===== config.mk =====
export PLATFORM = sky130hd
export DESIGN_NAME = alu_arbiter
export DESIGN_NICKNAME = d
export VERILOG_FILES = /design/src/rtl/alu_pkg.sv /design/src/rtl/alu_arbiter_rr_pick.sv /design/src/rtl/alu_arbiter.sv
export SDC_FILE = /design/constraint.sdc
export NUM_CORES = 1
export LEC_CHECK = 0
export CORE_ASPECT_RATIO = 0.5
export CORE_MARGIN = 4
export CORE_UTILIZATION = 30
export DETAILED_ROUTE_END_ITERATION = 8
export PLACE_DENSITY = 0.65
export RECOVER_POWER = 100
export SLEW_MARGIN = 20
export SYNTH_ARGS = -nofsm -noshare
export SYNTH_HDL_FRONTEND = slang
export SYNTH_SLANG_ARGS = --single-unit
export TNS_END_PERCENT = 100

===== constraint.sdc =====
create_clock -name clk -period 5 [get_ports clk]
set_input_delay 0.75 -clock clk [delete_from_list [all_inputs] [get_ports clk]]
set_output_delay 0.75 -clock clk [all_outputs]
set_load 0.05 [all_outputs]

===== src/rtl/alu_pkg.sv =====
// Shared definitions for the ALU arbiter: default widths, ALU opcodes and
// the arbiter state encoding.
package alu_pkg;

    localparam int N_DEF  = 16;
    localparam int CW_DEF = 4;

    localparam logic [CW_DEF-1:0] ALU_ADD  = 4'd0;
    localparam logic [CW_DEF-1:0] ALU_AND  = 4'd1;
    localparam logic [CW_DEF-1:0] ALU_OR   = 4'd2;
    localparam logic [CW_DEF-1:0] ALU_XOR  = 4'd3;
    localparam logic [CW_DEF-1:0] ALU_MULT = 4'd4;
    localparam logic [CW_DEF-1:0] ALU_SLL  = 4'd5;
    localparam logic [CW_DEF-1:0] ALU_SLR  = 4'd6;

    typedef enum logic [1:0] {
        IDLE = 2'd0,
        EXEC = 2'd1,
        RESP = 2'd2
    } arb_state_t;

endpackage


===== src/rtl/alu_arbiter_rr_pick.sv =====
// rr_pick: combinational round-robin picker. Searches reqValid starting at
// rrPtr and wrapping at REQS-1 -> 0; returns the first valid requester as a
// one-hot vector and as an index. Kept generic for reuse by other arbiters.
module rr_pick #(
    parameter int REQS  = 4,
    parameter int IDX_W = (REQS > 1) ? $clog2(REQS) : 1
) (
    input  logic [REQS-1:0]  reqValid,
    input  logic [IDX_W-1:0] rrPtr,
    output logic [REQS-1:0]  grantOneHot,
    output logic [IDX_W-1:0] grantIdx,
    output logic             anyValid
);

    logic [IDX_W:0]   sum_s;
    logic [IDX_W:0]   cand_s;
    logic             hit_s;

    // Walk the requesters in rotated order and keep the first valid one
    always_comb begin
        grantOneHot = '0;
        grantIdx    = '0;
        anyValid    = 1'b0;
        sum_s       = '0;
        cand_s      = '0;
        hit_s       = 1'b0;
        for (int k = 0; k < REQS; k++) begin
            sum_s  = {1'b0, rrPtr} + (IDX_W+1)'(k);
            cand_s = (sum_s >= (IDX_W+1)'(REQS)) ? (sum_s - (IDX_W+1)'(REQS)) : sum_s;
            hit_s  = (~anyValid) & reqValid[cand_s[IDX_W-1:0]];
            grantOneHot[cand_s[IDX_W-1:0]] = grantOneHot[cand_s[IDX_W-1:0]] | hit_s;
            grantIdx = hit_s ? cand_s[IDX_W-1:0] : grantIdx;
            anyValid = anyValid | hit_s;
        end
    end

endmodule


===== src/rtl/alu_arbiter.sv =====
// alu_arbiter: shares one combinational ALU between REQS requesters.
// IDLE picks a requester round-robin and latches its operation, EXEC drives
// the ALU for one cycle and captures its result, RESP returns the result
// over a valid/ready handshake to the owner.
// Optional feature: define ALU_ARB_LOCK_EN to add reqLock, which lets the
// current owner keep the arbiter for back-to-back operations.
module alu_arbiter
    import alu_pkg::*;
#(
    parameter int n    = N_DEF,
    parameter int c_w  = CW_DEF,
    parameter int REQS = 4
) (
    input  logic              clk,
    input  logic              rstN,
`ifdef ALU_ARB_LOCK_EN
    input  logic [REQS-1:0]   reqLock,
`endif
    input  logic [REQS-1:0]   reqValid,
    output logic [REQS-1:0]   reqReady,
    input  logic [REQS*c_w-1:0] reqCmd,
    input  logic [REQS*n-1:0] reqSrc1,
    input  logic [REQS*n-1:0] reqSrc2,
    output logic [REQS-1:0]   rspValid,
    input  logic [REQS-1:0]   rspReady,
    output logic [n-1:0]      rspDest,
    output logic              rspZero,
    output logic              rspOverflow,
    output logic [c_w-1:0]    aluCmd,
    output logic [n-1:0]      aluSrc1,
    output logic [n-1:0]      aluSrc2,
    input  logic [n-1:0]      aluDest,
    input  logic              aluZero,
    input  logic              aluOverflow
);

    localparam int IDX_W = (REQS > 1) ? $clog2(REQS) : 1;

    arb_state_t       state_r;
    arb_state_t       state_nxt_s;
    logic [IDX_W-1:0] rr_ptr_r;
    logic [IDX_W-1:0] owner_r;
    logic [c_w-1:0]   cmd_r;
    logic [n-1:0]     src1_r;
    logic [n-1:0]     src2_r;
    logic [n-1:0]     dest_r;
    logic             zero_r;
    logic             ovf_r;

    logic [REQS-1:0]  pick_onehot_s;
    logic [IDX_W-1:0] pick_idx_s;
    logic             pick_any_s;
    logic [REQS-1:0]  win_onehot_s;
    logic [IDX_W-1:0] win_idx_s;
    logic             win_any_s;
    logic [IDX_W-1:0] win_next_ptr_s;
    logic [REQS-1:0]  owner_onehot_s;
    logic             accept_s;
    logic             rsp_done_s;

    rr_pick #(
        .REQS  (REQS),
        .IDX_W (IDX_W)
    ) u_rr_pick (
        .reqValid    (reqValid),
        .rrPtr       (rr_ptr_r),
        .grantOneHot (pick_onehot_s),
        .grantIdx    (pick_idx_s),
        .anyValid    (pick_any_s)
    );

    assign owner_onehot_s = {{(REQS-1){1'b0}}, 1'b1} << owner_r;

`ifdef ALU_ARB_LOCK_EN
    logic lock_r;
    logic lock_hit_s;

    // A locked owner that is still requesting overrides round-robin order
    always_comb begin
        lock_hit_s = lock_r & reqValid[owner_r];
        if (lock_hit_s) begin
            win_onehot_s = owner_onehot_s;
            win_idx_s    = owner_r;
            win_any_s    = 1'b1;
        end else begin
            win_onehot_s = pick_onehot_s;
            win_idx_s    = pick_idx_s;
            win_any_s    = pick_any_s;
        end
    end

    // Lock is armed by the owner's handshake and consumed or released in IDLE
    always_ff @(posedge clk or negedge rstN) begin
        if (!rstN) begin
            lock_r <= 1'b0;
        end else if (rsp_done_s) begin
            lock_r <= reqLock[owner_r];
        end else if (state_r == IDLE) begin
            lock_r <= 1'b0;
        end else begin
            lock_r <= lock_r;
        end
    end
`else
    assign win_onehot_s = pick_onehot_s;
    assign win_idx_s    = pick_idx_s;
    assign win_any_s    = pick_any_s;
`endif

    assign win_next_ptr_s = (win_idx_s == IDX_W'(REQS-1)) ? {IDX_W{1'b0}} : (win_idx_s + IDX_W'(1));
    assign accept_s       = (state_r == IDLE) && win_any_s;
    assign rsp_done_s     = (state_r == RESP) && rspReady[owner_r];

    // State register
    always_ff @(posedge clk or negedge rstN) begin
        if (!rstN) begin
            state_r <= IDLE;
        end else begin
            state_r <= state_nxt_s;
        end
    end

    // Next-state logic
    always_comb begin
        state_nxt_s = state_r;
        case (state_r)
            IDLE:    state_nxt_s = accept_s ? EXEC : IDLE;
            EXEC:    state_nxt_s = RESP;
            RESP:    state_nxt_s = rsp_done_s ? IDLE : RESP;
            default: state_nxt_s = IDLE;
        endcase
    end

    // Handshake outputs decoded from state and owner; nothing granted in reset
    always_comb begin
        reqReady = '0;
        rspValid = '0;
        if ((state_r == IDLE) && rstN) begin
            reqReady = win_onehot_s;
        end else begin
            reqReady = '0;
        end
        if (state_r == RESP) begin
            rspValid = owner_onehot_s;
        end else begin
            rspValid = '0;
        end
    end

    // Operation latch on accept and result capture at the end of EXEC
    always_ff @(posedge clk or negedge rstN) begin
        if (!rstN) begin
            rr_ptr_r <= '0;
            owner_r  <= '0;
            cmd_r    <= '0;
            src1_r   <= '0;
            src2_r   <= '0;
            dest_r   <= '0;
            zero_r   <= 1'b0;
            ovf_r    <= 1'b0;
        end else begin
            case (state_r)
                IDLE: begin
                    if (accept_s) begin
                        owner_r  <= win_idx_s;
                        rr_ptr_r <= win_next_ptr_s;
                        cmd_r    <= reqCmd[win_idx_s*c_w +: c_w];
                        src1_r   <= reqSrc1[win_idx_s*n +: n];
                        src2_r   <= reqSrc2[win_idx_s*n +: n];
                    end
                end
                EXEC: begin
                    dest_r <= aluDest;
                    zero_r <= aluZero;
                    ovf_r  <= aluOverflow;
                end
                default: begin
                    dest_r <= dest_r;
                end
            endcase
        end
    end

    assign aluCmd      = cmd_r;
    assign aluSrc1     = src1_r;
    assign aluSrc2     = src2_r;
    assign rspDest     = dest_r;
    assign rspZero     = zero_r;
    assign rspOverflow = ovf_r;

endmodule


==> flow_summary_export.csv, run 1 <==
group,metric,value,unit
outcome,status,"finished, violations left",
outcome,violations,"max-capacitance violations, max-slew violations",
drt,drc,0,
grt,busiest_layer,"met2",
clocking,cts_buffers,9,
floorplanning,coreArea,13600,sq um
clocking,cts.sinks,60,
grt,grt_pass1_wl,21300,microns
power,leakage,2.87,nW
power,peakVddDrop,381,uV
logic_synthesis,synthCells,392,
final_layout,multi_input_area,2410,sq um
worst_setup_path,cp-end-kind,"primary output",
final_layout,drive_gt1_share,13.6,%
drt,wire_per_inst,17.0,microns
final_layout,fill_cells,1299,
worst_setup_path,path_class,"reg2out",
drt,drt_first_iter_violations,172,
place,place.gp.congestion,0.829,
floorplanning,die_w,175,microns
sta,worst-slew-pin-transition,3.14,ns
sta,fin_crit,4.46,ns
logic_synthesis,async_flop_share,100,%
final_layout,regArea,1500,sq um
clocking,clk_pin_slew_worst_paths,0.05,ns
final_layout,syn_to_final_growth,63.6,%
run,maxCapViolCount,2,
floorplanning,die_area,16000,sq um
clocking,worstSkewPairLatency,0.32,ns
grt,grt_pass1_vias,3944,
clocking,clockBufferDepth,2,
grt,grt.overflow.total,0,
grt,use_met3,3.49,%
worst_setup_path,slowest_delay,0.58,ns
clocking,root_buffer,"clkbuf_16",
worst_setup_path,cp_cell_sequence,"inv_1, ha_1, mux4_1, nor2_1, a22oi_1, and2_1, a2111oi_0, a21oi_1, o21ai_1, clkbuf_2",
worst_hold_path,hold_class,"in2async",
drt,vias,3768,
grt,grtUsageMet1,18.8,%
sta,max_freq,224,MHz
logic_synthesis,synth_enable_flop_cells,0,
sta,finalSetupViolCount,0,
grt,met2_usage,32.4,%
logic_synthesis,yosys-top-cells-area,"dfrtp_1 (36%), mux2i_1 (18%), mux2_2 (15%)",
clocking,post_cts_resized,0,
logic_synthesis,netlist_area,4190,sq um
place,dp_hpwl,11000,microns
logic_synthesis,yosys.area.top_type,"dfrtp_1",
logic_synthesis,netlist.area_leader.share,35.9,%
logic_synthesis,ys.flop_type,"dfrtp_1",
worst_setup_path,path_delay_family,"compound AO/OA/AOI/OAI gates",
logic_synthesis,yosysMostFrequentCell,"mux2i_1",
grt,grt_max_degree,58,
sta,rsz0062_at_grt,"no",
logic_synthesis,synth-seq-area-share,35.9,%
worst_setup_path,worstPathArrival,3.71,ns
floorplanning,num_rows,30,
worst_setup_path,cp_slowest_cell,"dfrtp_1",
drt,firstDrtPassIters,4,
sta,setup_ws,0.535,ns
worst_setup_path,cp.required,4.25,ns
drt,finalWirelength,13700,microns
sta,fin_crit_sh,89.3,%
clocking,tritoncts,"yes",
sta,slew_viol_final,86,
power,p_per_area,761,nW/um^2
floorplanning,die_h,91.5,microns
final_layout,diodes,0,
sta,setup_tns,0,ns
place,io_buffer_count,233,
logic_synthesis,synthTopCellsByCount,"mux2i_1 (76), dfrtp_1 (60), mux2_2 (57)",
final_layout,fin_nets,788,
logic_synthesis,ys_seq_elements,60,
grt,grt_usage,16.8,%
logic_synthesis,ys_types,47,
logic_synthesis,syn_nets,568,
grt,antenna_found_initial,1,
place,place_ws,0.772,ns
floorplanning,initial_core_util,30.8,%
worst_setup_path,start_kind,"flop",
floorplanning,num_io_pins,234,
logic_synthesis,ys.warnings.count,0,
worst_setup_path,path_buf_inv,2,
clocking,post_cts_buffers,0,
final_layout,utilization,50.4,%
sta,hold_violations,0,
logic_synthesis,avgSynthCellArea,10.7,sq um
sta,skew,0.00668,ns
drt,routed_via_density,4.66,
worst_setup_path,crit_fanout,12,
drt,ant_nets,0,
clocking,cts_hold_buffers,0,
sta,slew_headroom,-109,%
clocking,h-tree-depth,3,
[cell usage in the layout, fill, tap and decap left out, types with 3 or more instances in the layout]
cell,synthesis,routed
a221oi_1,3,3
mux2_2,57,57
nand2b_1,3,3
dfrtp_1,60,60
clkbuf_16,0,9
ha_1,4,4
a21oi_1,8,7
mux4_2,3,3
inv_1,7,7
o211ai_1,3,3
o21ai_0,1,38
nand3_1,3,3
nor2_1,13,13
nor3_1,4,4
clkdlybuf4s50_1,0,170
o21ai_1,42,6
clkbuf_1,14,7
buf_4,1,4
mux2i_1,76,76
dlygate4sd3_1,0,58
nand2_1,46,46
[cell type report]
cell class                 instances  area share (%)
multi-input combinational        295            35.2
tap                              192            3.51
inverter                           7           0.384
clock buffer                      15            3.91
clock inverter                     1           0.438
sequential                        60            21.9
timing repair buffer             239            34.6
[cell families after synthesis]
kind of cell             share of synthesized area [%]
AO/OA/AOI/OAI                                     11.4
XOR/XNOR                                         0.418
adder cells (fa/ha/maj)                           1.20
buffers and inverters                             6.43
flip-flops                                        35.9
multiplexers                                      36.7
AND/OR/NAND/NOR                                   7.98
[worst paths after layout]
| kind | start | endpoint | slack (ns) | depth (start not counted) |
|---|---|---|---|---|
| setup / recovery | rr_ptr_r[1] | reqReady[0] | 0.54 | 10 |
| hold / removal | rstN | aluSrc2[11] | 0.33 | 1 |
| setup reg to reg | rr_ptr_r[1] | aluSrc1[13] | 0.90 | 8 |
| hold reg to reg | aluSrc1[10] | aluSrc1[10] | 0.47 | 2 |
| max in group asynchronous | rstN | aluSrc2[15] | 1.36 | 2 |
| min in group clk | aluSrc1[10] | aluSrc1[10] | 0.47 | 2 |
[power by group]
part / leakage [nW] / switching, mW / internal, mW
combinational: 2.00 / 2.22 / 1.51
sequential: 0.727 / 0.130 / 0.748
clock: 0.144 / 0.193 / 0.413
total: 2.87 / 2.54 / 2.67
[metal layers]
layer | share of wire, % | vias to the layer above
li1 | - | 1866
met3 | 3.1 | 20
met5 | 0.095 | -
met1 | 38 | 1813
met4 | 1.8 | 2
met2 | 57 | 67
[sequential cells by signal (all words and copies together) (netlist names), named ones only]
register / count
aluSrc1: 16
aluSrc2: 16
rspDest: 16
aluCmd: 4
owner_r: 2
state_r: 2
rr_ptr_r: 1
rspOverflow: 1
rspZero: 1
[stage by stage]
step	hold WS [ns]	area, sq um	std cells	power, mW
after global routing	0.342	6850	809	5.55
after global placement	0.468	6590	793	4.78
final	0.330	6850	809	5.21
after CTS	0.253	6890	809	5.47
after detailed placement	0.475	6590	793	4.84
after floorplan	0.454	4190	392	3.95
No activity file was read; power rests on OpenSTA's default activity.
==> inputs of run 2 (changes only) <==
Settings changed: CORE_MARGIN 4 to unset, CTS_BUF_LIST set to sky130_fd_sc_hd__clkbuf_16, GPL_ROUTABILITY_DRIVEN set to 0.
==> run 2 against run 1 <==
The run still ends with max-capacitance violations, max-slew violations left. First-iteration DRC count grew 5.8%. Fmax grew 0.67%. Global-route usage grew 0.96 points. Sequential share of layout area grew 0.16 points. Worst hold slack gained 0.053 ns. Sequential power is essentially flat. Largest power group unchanged.
==> flow_summary_export.csv, run 2 (same netlist as run 1, synthesis figures left out) <==
group,metric,value,unit
final_layout,fill_cells,1273,
final_layout,fin_area,6800,sq um
power,leakage,2.86,nW
drt,ant_nets,0,
floorplanning,num_rows,30,
clocking,tritoncts,"yes",
sta,fin_crit,4.43,ns
worst_setup_path,crit_fanout,12,
drt,firstDrtPassIters,4,
drt,routed_via_density,4.57,
grt,use_met3,2.86,%
clocking,post_cts_buffers,0,
grt,grt_usage,17.7,%
clocking,worstSkewPairLatency,0.32,ns
sta,slew_headroom,-98.7,%
power,peakVddDrop,306,uV
clocking,root_buffer,"clkbuf_16",
worst_setup_path,start_kind,"flop",
worst_setup_path,worst-r2r-setup-slack,1.01,ns
drt,drt_first_iter_violations,182,
grt,antenna_found_initial,0,
final_layout,fin_nets,789,
floorplanning,die_h,85.5,microns
grt,grt_pass1_vias,3567,
worst_setup_path,cp-end-kind,"primary output",
clocking,h-tree-depth,3,
power,p_per_area,752,nW/um^2
sta,fin_crit_sh,88.7,%
place,io_buffer_count,233,
floorplanning,die_area,14500,sq um
final_layout,final_common_cell,"clkdlybuf4s50_1",
sta,slew_viol_final,77,
worst_setup_path,worstReg2RegEnd,"aluSrc1[14]",
sta,worst-slew-pin-transition,2.98,ns
worst_hold_path,hold_class,"in2async",
drt,finalWirelength,12800,microns
final_layout,drive_gt1_share,13.9,%
grt,grt.overflow.total,0,
place,dpl-instance-area,6590,sq um
final_layout,syn_to_final_growth,62.5,%
outcome,violations,"max-capacitance violations, max-slew violations",
drt,drc,0,
sta,setup_tns,0,ns
worst_setup_path,crit_start,"rr_ptr_r[1]",
sta,max_freq,225,MHz
grt,met2_usage,32.4,%
sta,skew,0.00703,ns
clocking,cts_hold_buffers,0,
sta,hold_violations,0,
final_layout,final_cell_mix,"clkdlybuf4s50_1 (170), mux2i_1 (76), dfrtp_1 (60), dlygate4sd3_1 (58), mux2_2 (57)",
worst_setup_path,endpoint,"reqReady[0]",
worst_setup_path,path_class,"reg2out",
run,maxCapViolCount,2,
sta,finalSetupViolCount,0,
floorplanning,coreArea,13600,sq um
grt,busiest_layer,"met2",
place,dp_hpwl,10100,microns
place,place_ws,0.796,ns
worst_setup_path,cp.required,4.25,ns
clocking,clockBufferDepth,2,
drt,vias,3698,
outcome,status,"finished, violations left",
clocking,clk_pin_slew_worst_paths,0.05,ns
worst_setup_path,reg2reg_depth,8,
clocking,cts.sinks,60,
floorplanning,die_w,169,microns
grt,grtUsageMet1,22.0,%
sta,rsz0062_at_grt,"no",
floorplanning,initial_core_util,30.8,%
drt,wire_per_inst,15.8,microns
clocking,post_cts_resized,0,
grt,grt_pass1_wl,19700,microns
sta,setup_ws,0.565,ns
floorplanning,num_io_pins,234,
grt,grt_max_degree,57,
worst_setup_path,worstPathArrival,3.68,ns
final_layout,diodes,0,
clocking,cts_buffers,9,
worst_setup_path,rr_startpoint,"rr_ptr_r[1]",
final_layout,utilization,50.1,%
[run 2: worst min path at each step]
stage / startpoint / to / slack, ns
final: rstN / rr_ptr_r[1] / 0.38
after global routing: rstN / rr_ptr_r[1] / 0.42
after CTS: rstN / rr_ptr_r[1] / 0.27
after detailed placement: aluSrc1[0] / aluSrc1[0] / 0.47
after global placement: aluCmd[1] / aluCmd[1] / 0.47
after floorplan: rstN / async pin / 0.45
[run 2: per-stage QoR]
stage	std cells	power (mW)	hold slack, ns
global placement	794	4.77	0.466
CTS	809	5.36	0.273
finish	809	5.11	0.383
detailed placement	794	4.80	0.474
global route	809	5.45	0.425
floorplan	392	3.95	0.454
[run 2: power breakdown]
| part | leakage, nW | switching [mW] | total (mW) | internal [mW] |
|---|---|---|---|---|
| registers | 0.727 | 0.128 | 0.875 | 0.747 |
| logic | 2.00 | 2.20 | 3.71 | 1.51 |
| clock network | 0.133 | 0.203 | 0.526 | 0.322 |
[run 2: routing by layer]
layer  vias up  wire length, microns  share of wire, %
met5         -                     0                 0
met3        11                   317               2.5
met4         0                   139               1.1
li1       1871                     -                 -
met1      1752                  5470                43
met2        64                  6880                54
[run 2: layout make-up]
cell class | instances | area (sq um) | area share (%)
Sequential cell | 60 | 1500 | 22.1
Tap cell | 192 | 240 | 3.53
Timing Repair Buffer | 240 | 2360 | 34.7
Clock inverter | 6 | 25.0 | 0.368
Clock buffer | 9 | 225 | 3.31
Multi-Input combinational cell | 295 | 2420 | 35.6
Inverter | 7 | 26.3 | 0.386
[run 2: critical path, stage by stage, from the launching register on]
cell and delay, ns:
dfrtp_1 0.58, inv_1 0.11, ha_1 0.56, mux4_1 0.46, nor2_1 0.30, a22oi_1 0.19
and2_1 0.24, a2111oi_4 0.39, a21oi_1 0.11, o21ai_1 0.13, clkbuf_2 0.29
==> inputs of run 3 (changes only) <==
Settings changed: CORE_MARGIN set to 8, PLACE_DENSITY 0.65 to 0.67, SYNTH_HIERARCHICAL set to 1.
==> run 3 against run 2 <==
The flow still finishes with violations (max-capacitance violations, max-slew violations). Clock skew fell by 0.0029 ns. Global-route usage is 2.2 points lower. Highest routed layer unchanged. Largest cell class is now buffers. Utilization rose by 2.3 points. Via count decreased by 9.7%.
==> flow_summary_export.csv, run 3 <==
group,metric,value,unit
outcome,status,"finished, violations left",
outcome,violations,"max-capacitance violations, max-slew violations",
grt,grt_pass1_vias,3745,
floorplanning,die_w,177,microns
power,peakVddDrop,460,uV
worst_setup_path,cp-end-kind,"primary output",
logic_synthesis,yosys-top-cells-area,"dfrtp_1 (39%), mux4_2 (25%), mux2_2 (16%)",
drt,finalWirelength,13200,microns
sta,slew_viol_final,61,
clocking,h-tree-depth,3,
worst_setup_path,rr_startpoint,"rr_ptr_r[1]",
worst_setup_path,cp.required,4.25,ns
sta,fin_crit_sh,94.5,%
sta,hold_violations,0,
logic_synthesis,yosys.area.top_type,"dfrtp_1",
drt,drt_first_iter_violations,346,
logic_synthesis,ys_types,40,
worst_setup_path,path_class,"reg2out",
clocking,cts.sinks,60,
final_layout,fin_nets,673,
clocking,worstSkewPairLatency,0.32,ns
power,leakage,2.56,nW
final_layout,final_cell_mix,"clkdlybuf4s50_1 (170), dfrtp_1 (59), dlygate4sd3_1 (58), mux2_2 (55), mux4_2 (43)",
grt,grt_pass1_wl,21100,microns
final_layout,drive_gt1_share,25.9,%
floorplanning,coreArea,12700,sq um
sta,setup_tns,0,ns
logic_synthesis,synth-seq-area-share,38.5,%
clocking,clk_pin_slew_worst_paths,0.05,ns
power,total_power,5.25,mW
floorplanning,num_io_pins,234,
logic_synthesis,netlist_area,3900,sq um
place,io_buffer_count,233,
final_layout,multi_input_area,2230,sq um
sta,skew,0.00417,ns
power,p_per_area,792,nW/um^2
grt,grt_usage,15.5,%
logic_synthesis,ys.warnings.count,6,
final_layout,final_common_cell,"clkdlybuf4s50_1",
final_layout,utilization,52.3,%
sta,max_freq,212,MHz
drt,firstDrtPassIters,4,
final_layout,fill_cells,1106,
final_layout,regArea,1500,sq um
grt,grt_max_degree,61,
worst_hold_path,min_from,"aluSrc1[13]",
logic_synthesis,synth_enable_flop_cells,0,
worst_setup_path,crit_fanout,12,
sta,setup_ws,0.276,ns
clocking,clockBufferDepth,2,
logic_synthesis,synthTopCellsByCount,"dfrtp_1 (60), mux2_2 (55), mux4_2 (43)",
logic_synthesis,netlist.area_leader.share,38.5,%
floorplanning,die_h,96.6,microns
logic_synthesis,ys.flop_type,"dfrtp_1",
sta,fin_crit,4.72,ns
clocking,cts_buffers,9,
grt,antenna_found_initial,0,
logic_synthesis,synthCells,271,
floorplanning,initial_core_util,30.8,%
final_layout,syn_to_final_growth,70.0,%
logic_synthesis,async_flop_share,100,%
drt,wire_per_inst,19.6,microns
worst_setup_path,start_kind,"flop",
run,maxCapViolCount,1,
drt,drc,0,
worst_setup_path,worstPathArrival,3.97,ns
drt,ant_nets,0,
logic_synthesis,syn_nets,448,
clocking,post_cts_resized,0,
drt,vias,3341,
drt,routed_via_density,4.98,
sta,slew_headroom,-120,%
floorplanning,num_rows,29,
sta,rsz0062_at_grt,"no",
clocking,cts_hold_buffers,0,
sta,worst-slew-pin-transition,3.30,ns
worst_hold_path,hold_class,"reg2reg",
sta,hold_ws,0.479,ns
place,dp_hpwl,10700,microns
floorplanning,die_area,17100,sq um
place,place_ws,0.432,ns
clocking,root_buffer,"clkbuf_16",
logic_synthesis,ys_seq_elements,60,
logic_synthesis,yosysMostFrequentCell,"dfrtp_1",
clocking,post_cts_buffers,0,
worst_setup_path,crit_start,"rr_ptr_r[1]",
clocking,tritoncts,"yes",
logic_synthesis,avgSynthCellArea,14.4,sq um
sta,finalSetupViolCount,0,
grt,grt.overflow.total,0,
final_layout,diodes,0,
[run 3: kinds of logic after synthesis]
logic type	count (synthesis)	synth area share, %
adders and majority gates	5	1.60
AOI/OAI and AO/OA	26	5.30
muxes	105	43.3
buffers and inverters	31	4.56
and+or+nand+nor	44	6.74
DFF	60	38.5
[run 3: metrics by stage]
step / instance area, sq um / instances
after CTS: 6680 / 671
after detailed placement: 6370 / 655
after floorplan: 3900 / 271
after global placement: 6370 / 655
after global routing: 6630 / 671
final: 6630 / 671
[run 3: final timing paths]
path	to	slack [ns]	cells after the start
worst max register to register	aluCmd[0]	0.61	10
worst min register to register	aluSrc1[13]	0.48	1
max in group asynchronous	rr_ptr_r[1]	1.09	2
worst min-delay path	aluSrc1[13]	0.48	1
min in group asynchronous	rspDest[10]	1.81	2
worst max-delay path	reqReady[2]	0.28	10
[run 3: critical path, stage by stage (launching register included)]
cell     delay (ns)
dfrtp_2        0.50
inv_1          0.17
ha_2           0.54
mux4_2         0.53
mux2_4         0.31
a221o_1        0.40
and4_1         0.22
nor4_2         0.42
a32oi_1        0.16
and3_1         0.19
buf_2          0.21
[run 3: layout make-up]
class	count	area share, %
Timing Repair Buffer	238	35.5
Multi-Input combinational cell	180	33.6
Clock buffer	9	3.40
Sequential cell	60	22.7
Clock inverter	7	1.13
Tap cell	170	3.21
Inverter	7	0.397
[run 3: metal layers]
layer | share of wire [%] | vias up | track usage, %
li1 | - | 1535 | -
met1 | 36 | 1708 | 16.2
met2 | 59 | 85 | 30.5
met3 | 4.2 | 13 | 3.49
met4 | 0.97 | 0 | 3.73
met5 | 0 | - | 0
[run 3: power breakdown]
group          leakage (nW)  internal, mW  total (mW)  switching, mW
clock network         0.150         0.388       0.614          0.226
logic                  1.71          1.67        3.74           2.07
registers             0.701         0.757       0.894          0.137
total                  2.56          2.81        5.25           2.43
